<file path="src/rtl/mem_arb_pkg.sv">
// Shared types for the unified instruction/data memory-port arbiter.
// Handshake: a requester holds req until its one-cycle valid; memory completes with ready.
package mem_arb_pkg;

   typedef enum logic [1:0] {
      StIdle   = 2'd0,
      StIfBusy = 2'd1,
      StDmBusy = 2'd2,
      StDone   = 2'd3
   } state_e;

   typedef enum logic {
      GntIf = 1'b0,
      GntDm = 1'b1
   } gnt_e;

   localparam int unsigned WordOffW = 2;

   function automatic logic misaligned(input logic [WordOffW-1:0] lo);
      return lo != '0;
   endfunction

endpackage

</file>
<file path="src/rtl/mem_port_arbiter_if.sv">
// Pipeline-side requests and memory-side handshake of the shared memory port.
interface mem_port_arbiter_if #(
   parameter int unsigned ADDR_W = 32,
   parameter int unsigned DATA_W = 32
);
   logic              if_req;
   logic [ADDR_W-1:0] if_addr;
   logic [DATA_W-1:0] if_rdata;
   logic              if_valid;
   logic              if_err;
   logic              dm_req;
   logic              dm_we;
   logic [ADDR_W-1:0] dm_addr;
   logic [DATA_W-1:0] dm_wdata;
   logic [DATA_W-1:0] dm_rdata;
   logic              dm_valid;
   logic              dm_err;
   logic              stall;
   logic              mem_req;
   logic              mem_we;
   logic [ADDR_W-1:0] mem_addr;
   logic [DATA_W-1:0] mem_wdata;
   logic [DATA_W-1:0] mem_rdata;
   logic              mem_ready;

   modport slave (
      input  if_req, if_addr, dm_req, dm_we, dm_addr, dm_wdata, mem_rdata, mem_ready,
      output if_rdata, if_valid, if_err, dm_rdata, dm_valid, dm_err, stall,
      output mem_req, mem_we, mem_addr, mem_wdata
   );

   modport master (
      output if_req, if_addr, dm_req, dm_we, dm_addr, dm_wdata, mem_rdata, mem_ready,
      input  if_rdata, if_valid, if_err, dm_rdata, dm_valid, dm_err, stall,
      input  mem_req, mem_we, mem_addr, mem_wdata
   );
endinterface

</file>
<file path="src/rtl/mem_arb_watchdog.sv">
// Busy-cycle counter that flags the last allowed cycle of a memory access.
module mem_arb_watchdog #(
   parameter int unsigned TIMEOUT = 16
) (
   input  logic clock,
   input  logic reset,
   input  logic busy,
   output logic timeout
);
   localparam int unsigned CntW = (TIMEOUT > 1) ? $clog2(TIMEOUT) : 1;
   localparam int unsigned Last = (TIMEOUT > 0) ? TIMEOUT - 1 : 0;

   logic [CntW-1:0] cnt_q, cnt_d;

   // Idle cycles hold the count at zero, so every access starts counting from 0.
   always_comb begin
      cnt_d = busy ? cnt_q + CntW'(1) : '0;
   end

   always_ff @(posedge clock or negedge reset) begin
      if (!reset) begin
         cnt_q <= '0;
      end else begin
         cnt_q <= cnt_d;
      end
   end

   assign timeout = (TIMEOUT != 0) && busy && (cnt_q == CntW'(Last));

endmodule

</file>
<file path="src/rtl/mem_port_arbiter.sv">
// Arbitrates the single-port unified memory between instruction fetch and load/store.
module mem_port_arbiter
   import mem_arb_pkg::*;
#(
   parameter int unsigned ADDR_W  = 32,
   parameter int unsigned DATA_W  = 32,
   parameter int unsigned TIMEOUT = 16
) (
   input logic               clock,
   input logic               reset,
   mem_port_arbiter_if.slave bus
);
   state_e            state_q, state_d;
   gnt_e              gnt;
   logic              if_elig, dm_elig, busy, timeout;
   logic              last_was_dm_q, last_was_dm_d;
   logic              mem_req_q, mem_req_d, mem_we_q, mem_we_d;
   logic [ADDR_W-1:0] mem_addr_q, mem_addr_d;
   logic [DATA_W-1:0] mem_wdata_q, mem_wdata_d;
   logic [DATA_W-1:0] if_rdata_q, if_rdata_d, dm_rdata_q, dm_rdata_d;
   logic              if_valid_q, if_valid_d, dm_valid_q, dm_valid_d;
   logic              if_err_q, if_err_d, dm_err_q, dm_err_d;

   assign busy = (state_q == StIfBusy) || (state_q == StDmBusy);

   mem_arb_watchdog #(
      .TIMEOUT(TIMEOUT)
   ) u_watchdog (
      .clock  (clock),
      .reset  (reset),
      .busy   (busy),
      .timeout(timeout)
   );

   assign if_elig = bus.if_req & ~if_valid_q;
   assign dm_elig = bus.dm_req & ~dm_valid_q;
   // Data side wins ties unless it won the previous grant, so fetch cannot starve.
   assign gnt = (dm_elig && !(if_elig && last_was_dm_q)) ? GntDm : GntIf;

   always_comb begin
      state_d       = state_q;
      last_was_dm_d = last_was_dm_q;
      mem_req_d     = mem_req_q;
      mem_we_d      = mem_we_q;
      mem_addr_d    = mem_addr_q;
      mem_wdata_d   = mem_wdata_q;
      if_rdata_d    = if_rdata_q;
      dm_rdata_d    = dm_rdata_q;
      if_valid_d    = 1'b0;
      dm_valid_d    = 1'b0;
      if_err_d      = 1'b0;
      dm_err_d      = 1'b0;
      unique case (state_q)
         StIdle: begin
            if (if_elig || dm_elig) begin
               last_was_dm_d = (gnt == GntDm);
               if (gnt == GntDm && misaligned(bus.dm_addr[WordOffW-1:0])) begin
                  state_d    = StDone;
                  dm_valid_d = 1'b1;
                  dm_err_d   = 1'b1;
               end else if (gnt == GntDm) begin
                  state_d     = StDmBusy;
                  mem_req_d   = 1'b1;
                  mem_we_d    = bus.dm_we;
                  mem_addr_d  = {bus.dm_addr[ADDR_W-1:WordOffW], {WordOffW{1'b0}}};
                  mem_wdata_d = bus.dm_wdata;
               end else begin
                  state_d    = StIfBusy;
                  mem_req_d  = 1'b1;
                  mem_we_d   = 1'b0;
                  mem_addr_d = {bus.if_addr[ADDR_W-1:WordOffW], {WordOffW{1'b0}}};
               end
            end
         end
         StIfBusy, StDmBusy: begin
            if (bus.mem_ready || timeout) begin
               state_d   = StDone;
               mem_req_d = 1'b0;
               if (state_q == StIfBusy) begin
                  if_valid_d = 1'b1;
                  if_err_d   = ~bus.mem_ready;
                  if_rdata_d = bus.mem_ready ? bus.mem_rdata : '0;
               end else begin
                  dm_valid_d = 1'b1;
                  dm_err_d   = ~bus.mem_ready;
                  if (!bus.mem_ready) begin
                     dm_rdata_d = '0;
                  end else if (!mem_we_q) begin
                     dm_rdata_d = bus.mem_rdata;
                  end
               end
            end
         end
         StDone: state_d = StIdle;
         default: state_d = StIdle;
      endcase
   end

   always_ff @(posedge clock or negedge reset) begin
      if (!reset) begin
         state_q       <= StIdle;
         last_was_dm_q <= 1'b0;
         mem_req_q     <= 1'b0;
         mem_we_q      <= 1'b0;
         mem_addr_q    <= '0;
         mem_wdata_q   <= '0;
         if_rdata_q    <= '0;
         dm_rdata_q    <= '0;
         if_valid_q    <= 1'b0;
         dm_valid_q    <= 1'b0;
         if_err_q      <= 1'b0;
         dm_err_q      <= 1'b0;
      end else begin
         state_q       <= state_d;
         last_was_dm_q <= last_was_dm_d;
         mem_req_q     <= mem_req_d;
         mem_we_q      <= mem_we_d;
         mem_addr_q    <= mem_addr_d;
         mem_wdata_q   <= mem_wdata_d;
         if_rdata_q    <= if_rdata_d;
         dm_rdata_q    <= dm_rdata_d;
         if_valid_q    <= if_valid_d;
         dm_valid_q    <= dm_valid_d;
         if_err_q      <= if_err_d;
         dm_err_q      <= dm_err_d;
      end
   end

   assign bus.mem_req   = mem_req_q;
   assign bus.mem_we    = mem_we_q;
   assign bus.mem_addr  = mem_addr_q;
   assign bus.mem_wdata = mem_wdata_q;
   assign bus.if_rdata  = if_rdata_q;
   assign bus.dm_rdata  = dm_rdata_q;
   assign bus.if_valid  = if_valid_q;
   assign bus.dm_valid  = dm_valid_q;
   assign bus.if_err    = if_err_q;
   assign bus.dm_err    = dm_err_q;
   assign bus.stall     = (bus.if_req & ~if_valid_q) | (bus.dm_req & ~dm_valid_q);

endmodule

</file>
<file path="src/flat_wrapper.sv">
// flat-port wrapper written by rule: the top's interface ports become plain ports
module mem_port_arbiter_flat import mem_arb_pkg::*;
#(
   parameter int unsigned ADDR_W  = 32,
   parameter int unsigned DATA_W  = 32,
   parameter int unsigned TIMEOUT = 16
)
  (clock, reset, bus_if_req, bus_if_addr, bus_dm_req, bus_dm_we, bus_dm_addr, bus_dm_wdata, bus_mem_rdata, bus_mem_ready, bus_if_rdata, bus_if_valid, bus_if_err, bus_dm_rdata, bus_dm_valid, bus_dm_err, bus_stall, bus_mem_req, bus_mem_we, bus_mem_addr, bus_mem_wdata);
  mem_port_arbiter_if #(.ADDR_W(ADDR_W), .DATA_W(DATA_W)) bus_i ();
  input logic clock;
  input logic reset;
  input wire logic [$bits(bus_i.if_req)-1:0] bus_if_req;
  input wire logic [$bits(bus_i.if_addr)-1:0] bus_if_addr;
  input wire logic [$bits(bus_i.dm_req)-1:0] bus_dm_req;
  input wire logic [$bits(bus_i.dm_we)-1:0] bus_dm_we;
  input wire logic [$bits(bus_i.dm_addr)-1:0] bus_dm_addr;
  input wire logic [$bits(bus_i.dm_wdata)-1:0] bus_dm_wdata;
  input wire logic [$bits(bus_i.mem_rdata)-1:0] bus_mem_rdata;
  input wire logic [$bits(bus_i.mem_ready)-1:0] bus_mem_ready;
  output wire logic [$bits(bus_i.if_rdata)-1:0] bus_if_rdata;
  output wire logic [$bits(bus_i.if_valid)-1:0] bus_if_valid;
  output wire logic [$bits(bus_i.if_err)-1:0] bus_if_err;
  output wire logic [$bits(bus_i.dm_rdata)-1:0] bus_dm_rdata;
  output wire logic [$bits(bus_i.dm_valid)-1:0] bus_dm_valid;
  output wire logic [$bits(bus_i.dm_err)-1:0] bus_dm_err;
  output wire logic [$bits(bus_i.stall)-1:0] bus_stall;
  output wire logic [$bits(bus_i.mem_req)-1:0] bus_mem_req;
  output wire logic [$bits(bus_i.mem_we)-1:0] bus_mem_we;
  output wire logic [$bits(bus_i.mem_addr)-1:0] bus_mem_addr;
  output wire logic [$bits(bus_i.mem_wdata)-1:0] bus_mem_wdata;
  assign bus_i.if_req = bus_if_req;
  assign bus_i.if_addr = bus_if_addr;
  assign bus_i.dm_req = bus_dm_req;
  assign bus_i.dm_we = bus_dm_we;
  assign bus_i.dm_addr = bus_dm_addr;
  assign bus_i.dm_wdata = bus_dm_wdata;
  assign bus_i.mem_rdata = bus_mem_rdata;
  assign bus_i.mem_ready = bus_mem_ready;
  assign bus_if_rdata = bus_i.if_rdata;
  assign bus_if_valid = bus_i.if_valid;
  assign bus_if_err = bus_i.if_err;
  assign bus_dm_rdata = bus_i.dm_rdata;
  assign bus_dm_valid = bus_i.dm_valid;
  assign bus_dm_err = bus_i.dm_err;
  assign bus_stall = bus_i.stall;
  assign bus_mem_req = bus_i.mem_req;
  assign bus_mem_we = bus_i.mem_we;
  assign bus_mem_addr = bus_i.mem_addr;
  assign bus_mem_wdata = bus_i.mem_wdata;
  mem_port_arbiter #(.ADDR_W(ADDR_W), .DATA_W(DATA_W), .TIMEOUT(TIMEOUT)) u_core (.clock(clock), .reset(reset), .bus(bus_i));
endmodule
</file>
<file path="config.mk">
export PLATFORM = sky130hd
export DESIGN_NAME = mem_port_arbiter_flat
export DESIGN_NICKNAME = d
export VERILOG_FILES = /design/src/rtl/mem_arb_pkg.sv /design/src/rtl/mem_port_arbiter_if.sv /design/src/rtl/mem_arb_watchdog.sv /design/src/rtl/mem_port_arbiter.sv /design/src/flat_wrapper.sv
export SDC_FILE = /design/constraint.sdc
export NUM_CORES = 1
export LEC_CHECK = 0
export CAP_MARGIN = 20
export CORE_MARGIN = 2
export CORE_UTILIZATION = 44
export DETAILED_ROUTE_END_ITERATION = 8
export PLACE_DENSITY = 0.92
export SYNTH_ARGS = -nofsm -noshare
export SYNTH_HDL_FRONTEND = slang
export SYNTH_SLANG_ARGS = --single-unit
</file>
<file path="constraint.sdc">
create_clock -name clock -period 3.64 [get_ports clock]
set_clock_uncertainty 0.15 [all_clocks]
set_input_delay 0.728 -clock clock [delete_from_list [all_inputs] [get_ports clock]]
set_output_delay 0.728 -clock clock [all_outputs]
set_load 0.1 [all_outputs]
</file>
Yosys cells after proc, flatten, opt, wreduce, memory -nomap -nowiden
Index checks and enable logic that the tools add are counted.

storage, ports and cells
  register bits = 141
  latch bits = 0
  RAM bits = 0
  memory bits (read-only) = 0
  input port bits = 134
  output and inout bits = 135
  memories = 0

operators by class
  add/sub/neg operators = 1
  multiply operators = 0
  divide/modulo/power cells = 0
  magnitude comparators = 0
  equal/unequal tests = 8
  shifts and indexed selects = 0
  multiplexer cells = 30
  bitwise logic cells = 8
  reductions and logical operators = 19

operators by type and width
  operator             number
  $mux 32              4
  $mux 1               17
  $reduce_and 4->1     3
  $mux 2               4
  $pmux 1 s2           3
  $pmux 2 s3           1
  $reduce_and 3->1     2
  $not 1->1            5
  $add 4x1->4 const B  1
  $eq 2x2->1 const B   2
  $eq 4x4->1 const B   1
  $logic_and 1x1->1    4
  $mux 4               1
  $ne 2x1->1 const B   2
  $ne 2x2->1 const B   2
  $reduce_and 2->1     2
  $reduce_bool 2->1    2
  $logic_or 1x1->1     3
  $and 1x1->1          2
  $eq 2x1->1 const B   1
  $logic_not 2->1      1
  $reduce_or 2->1      1
  $logic_not 1->1      1
  $or 1x1->1           1

Logic depth before layout (Yosys ltp)
  depth in word-level cells = 10
  mapped depth = 8
  gate-level depth less buffers = 6

Modules after synthesis
A second synthesis with hierarchy kept.

unflattened totals
  cells, all modules = 481
  area, all modules = 5,941.9 um^2

modules (own cells, without submodules)
  module            instances  cells each  area each (um^2)  sequential area each (um^2)
  mem_port_arbiter  1          467         5,766.8           3,378.2
  mem_arb_watchdog  1          14          175.2             100.1

Worst setup path after synthesis
No wires, ideal clock.

  path kind = flip-flop to flip-flop
  start point = reg u_core.dm_valid_q (netlist: u_core.bus.dm_valid)
  end point = reg u_core.mem_addr_q[10] (netlist: u_core.bus.mem_addr[10])
  arrival = 2,590 ps
  slack = 820 ps
  stages on the path, launching flop included = 6
  path buffers = 1
  clock period less this slack = 2,820 ps
  cells stage by stage = dfrtp_1 > nand2b_2 > nand2_1 > and2_1 > clkbuf_1 > a2bb2oi_1

on the way
  word-level cells in the longest chain between the ends = 7
  elaborated cells between the ends (all ways) = 9
  classes of those cells = 2 x mux; 3 x bitwise; 4 x reduce/logical

RTL lines
  element                     line                     source
  from (decl)                 mem_port_arbiter.sv:21   logic if_valid_q, if_valid_d, dm_valid_q, dm_valid_d;
  from (signal assigned)      mem_port_arbiter.sv:123  dm_valid_q <= dm_valid_d;
  $not 1->1 (*)               mem_port_arbiter.sv:36   assign dm_elig = bus.dm_req & ~dm_valid_q;
  $and 1x1->1 (*)             mem_port_arbiter.sv:36
  $logic_and 1x1->1           mem_port_arbiter.sv:38   assign gnt = (dm_elig && !(if_elig && last_was_dm_q)) ? GntDm : GntIf;
  $mux 1                      mem_port_arbiter.sv:38
  $logic_and 1x1->1           mem_port_arbiter.sv:57   if (gnt == GntDm && misaligned(bus.dm_addr[WordOffW-1:0])) begin
  $not 1->1 (no line)         n/a
  $reduce_and 3->1 (no line)  n/a
  to (signal assigned)        mem_port_arbiter.sv:118  mem_addr_q <= mem_addr_d;
  to (decl)                   mem_port_arbiter.sv:18   logic [ADDR_W-1:0] mem_addr_q, mem_addr_d;

Mark *: on every way between the ends. The rest lies on a longest branch, timed or not.
A chain may end at the register's enable or synchronous reset.

Worst setup path after layout
  start point = reg u_core.if_rdata_q[7] (netlist: u_core.bus.if_rdata[7])
  end point = out bus_if_rdata[7]

RTL lines
  element                 line                     source
  from (decl)             mem_port_arbiter.sv:20   logic [DATA_W-1:0] if_rdata_q, if_rdata_d, dm_rdata_q, dm_rdata_d;
  from (signal assigned)  mem_port_arbiter.sv:120  if_rdata_q <= if_rdata_d;
  to (decl)               flat_wrapper.sv:20       output wire logic [$bits(bus_i.if_rdata)-1:0] bus_if_rdata;

No word-level cell between the ends.

==> flow_summary.json <==
{
  "status": "complete, no violations",
  "yosys.area_share.simple_pct": 11.0,
  "register_area_um2": 3480,
  "placement.io_buffers": 264,
  "finalCritPeriodShare_pct": 77.6,
  "path_clk_slew_ps": 60,
  "hold_path_class": "in -> async",
  "post_drt_wl_per_cell_um": 18.5,
  "grt_first_pass_wirelength_um": 26800,
  "grt-ovfl-total": 0,
  "final_common_cell": "clkdlybuf4s50_1",
  "ys_warn_count": 0,
  "final_cell_mix": "clkdlybuf4s50_1 (245), dfrtp_1 (139), nand2_1 (69), nand3_1 (34), a22o_1 (34)",
  "synth_edf_count": 0,
  "crit_required_ps": 2760,
  "cts_sinks": 139,
  "muxShareOfSynthArea_pct": 8.48,
  "end_kind": "output pin",
  "drcViolationCount": 0,
  "avgSynthCellArea_um2": 12.6,
  "critPathMaxFanout": 2,
  "worst_slew_pin_slew_ps": 1010,
  "fmax_mhz": 354,
  "drv_cap": 0,
  "insertion_delay_ps": 400,
  "ant_nets": 0,
  "die_x_um": 118,
  "multiInputGateArea_um2": 2030,
  "relSlewSlack_pct": 32.5,
  "cts_tree": "yes",
  "synth_fa_ha_area_share_pct": 1.10,
  "drt_iter0_drc": 344,
  "root_buffer": "clkbuf_16",
  "finalSetupTns_ps": 0,
  "start_kind": "flop",
  "ys_ff_latch": 139,
  "fillers": 873,
  "min_period_ps": 2820,
  "rsz0062_at_grt": "false",
  "slowest_stage": "clkdlybuf4s50_1",
  "async_flop_share_pct": 100,
  "syn_inst": 453,
  "drive_gt1_share_pct": 13.7,
  "synth_xor_area_share_pct": 0.307,
  "seq_area_frac_synth_pct": 61.0,
  "path_cells": "clkdlybuf4s50_1",
  "post_cts_buffers": 0,
  "track_usage_pct": 24.4,
  "crit_type": "reg -> out",
  "area_growth_pct": 58.1,
  "cpLargestDelayFamily": "buffers and inverters",
  "slew_violations": 0,
  "rows": 41,
  "via_per_inst": 5.26,
  "ios": 269,
  "grt_max_degree": 83,
  "fp.coreArea_um2": 12600,
  "clock_path_buffers": 2,
  "post_cts_resized": 0,
  "synth-main-ff-cell": "dfrtp_1",
  "dp_hpwl_um": 11700,
  "initial_core_util_pct": 45.2,
  "rrSetupSlack_ps": 1420,
  "setup_viol": 0,
  "nNetsFinal": 850,
  "cts_max_level": 4,
  "hold_viol_final": 0,
  "antenna_found_initial": 0,
  "die_y_um": 118,
  "place.gp.congestion": 0.824,
  "vias": 4717,
  "first_pass_iters": 6,
  "numCtsBuffers": 17,
  "ctsHoldBuffers": 0,
  "syn_area_um2": 5700,
  "synth_top_family_by_area": "compound AO/OA/AOI/OAI gates",
  "ys_types": 41,
  "cp_num_buf_inv": 1,
  "synth_compound_area_share_pct": 14.5,
  "antenna_cells": 0,
  "grt_pass1_vias": 5005,
  "slowest_delay_ps": 1160,
  "wirelength_um": 16600,
  "fp.dieArea_um2": 13900,
  "crit_arrival_ps": 1950
}
worst register-to-register path: cells and delay by family (launching register included):
family        cells  cell delay (ps)
simple gates      1              560
fa+ha+maj         1              370
flops             1              400
buf+inv           1              110
mux               1              520
final cells by class:
type / instances / share of cell area [%]
sequential: 139 / 38.6
timing repair buffer: 273 / 29.7
multi-input combinational: 276 / 22.5
clock buffer: 20 / 4.96
tap: 172 / 2.39
clock inverter: 12 / 1.64
inverter: 4 / 0.167
per-layer routing:
metal / wire length (um) / track usage, % / vias to the layer above
li1: - / - / 2153
met1: 6550 / 28.9 / 2313
met2: 8520 / 42.4 / 210
met3: 996 / 5.81 / 41
met4: 490 / 10.2 / 0
met5: 0 / 0 / -
cells by family after synthesis:
kind of cell | after synthesis
and+or+nand+nor | 128
AOI/OAI and AO/OA | 106
muxes | 33
xor gates and xnor gates | 2
other | 1
buffers and inverters | 39
adders and majority gates | 5
DFF | 139
worst paths after layout:
kind / start / end / cells past startpoint
worst max-delay path: u_core.bus.if_rdata[7] / bus_if_rdata[7] / 1
worst min register to register: u_core.bus.if_rdata[17] / u_core.bus.if_rdata[17] / 2
max in group asynchronous: reset / u_core.bus.mem_addr[14] / 2
worst max register to register: u_core.state_q[0] / u_core.bus.mem_wdata[14] / 4
min in group clock: u_core.bus.if_rdata[17] / u_core.bus.if_rdata[17] / 2
worst min-delay path: reset / u_core.bus.dm_rdata[8] / 1
registers in the layout (all words and copies together), names as in the netlist, 2 cells and up:
| name | cells |
|---|---|
| u_core.bus.dm_rdata | 32 |
| u_core.bus.if_rdata | 32 |
| u_core.bus.mem_wdata | 32 |
| u_core.bus.mem_addr | 30 |
| u_core.u_watchdog.cnt_q | 4 |
| u_core.state_q | 2 |
Yosys cell counts, types with 4 or more instances:
library cell | instances | area [um2]
dfrtp_1 | 139 | 3480
nand2_1 | 69 | 259
a22o_1 | 34 | 298
nand3_1 | 34 | 170
a2bb2oi_1 | 30 | 263
mux2_4 | 30 | 450
o22ai_1 | 30 | 188
buf_2 | 19 | 95.1
clkbuf_1 | 7 | 26.3
ha_1 | 5 | 62.6
and2_1 | 4 | 25.0
buf_1 | 4 | 15.0
inv_1 | 4 | 15.0
nand2b_1 | 4 | 25.0
nor2_1 | 4 | 15.0
through the flow:
stage	hold WS [ps]	util (%)	setup slack (ps)	std cells	instance area [um2]
CTS	234	71.4	785	896	9010
global placement	295	66.7	798	864	8410
global route	253	71.4	775	896	9010
floorplan	282	-	820	454	5700
detailed placement	305	66.7	682	864	8410
finish	210	71.4	816	896	9010
Power is not shown: default switching activity piles up to over one toggle a cycle in this logic, so the estimate is an artifact.
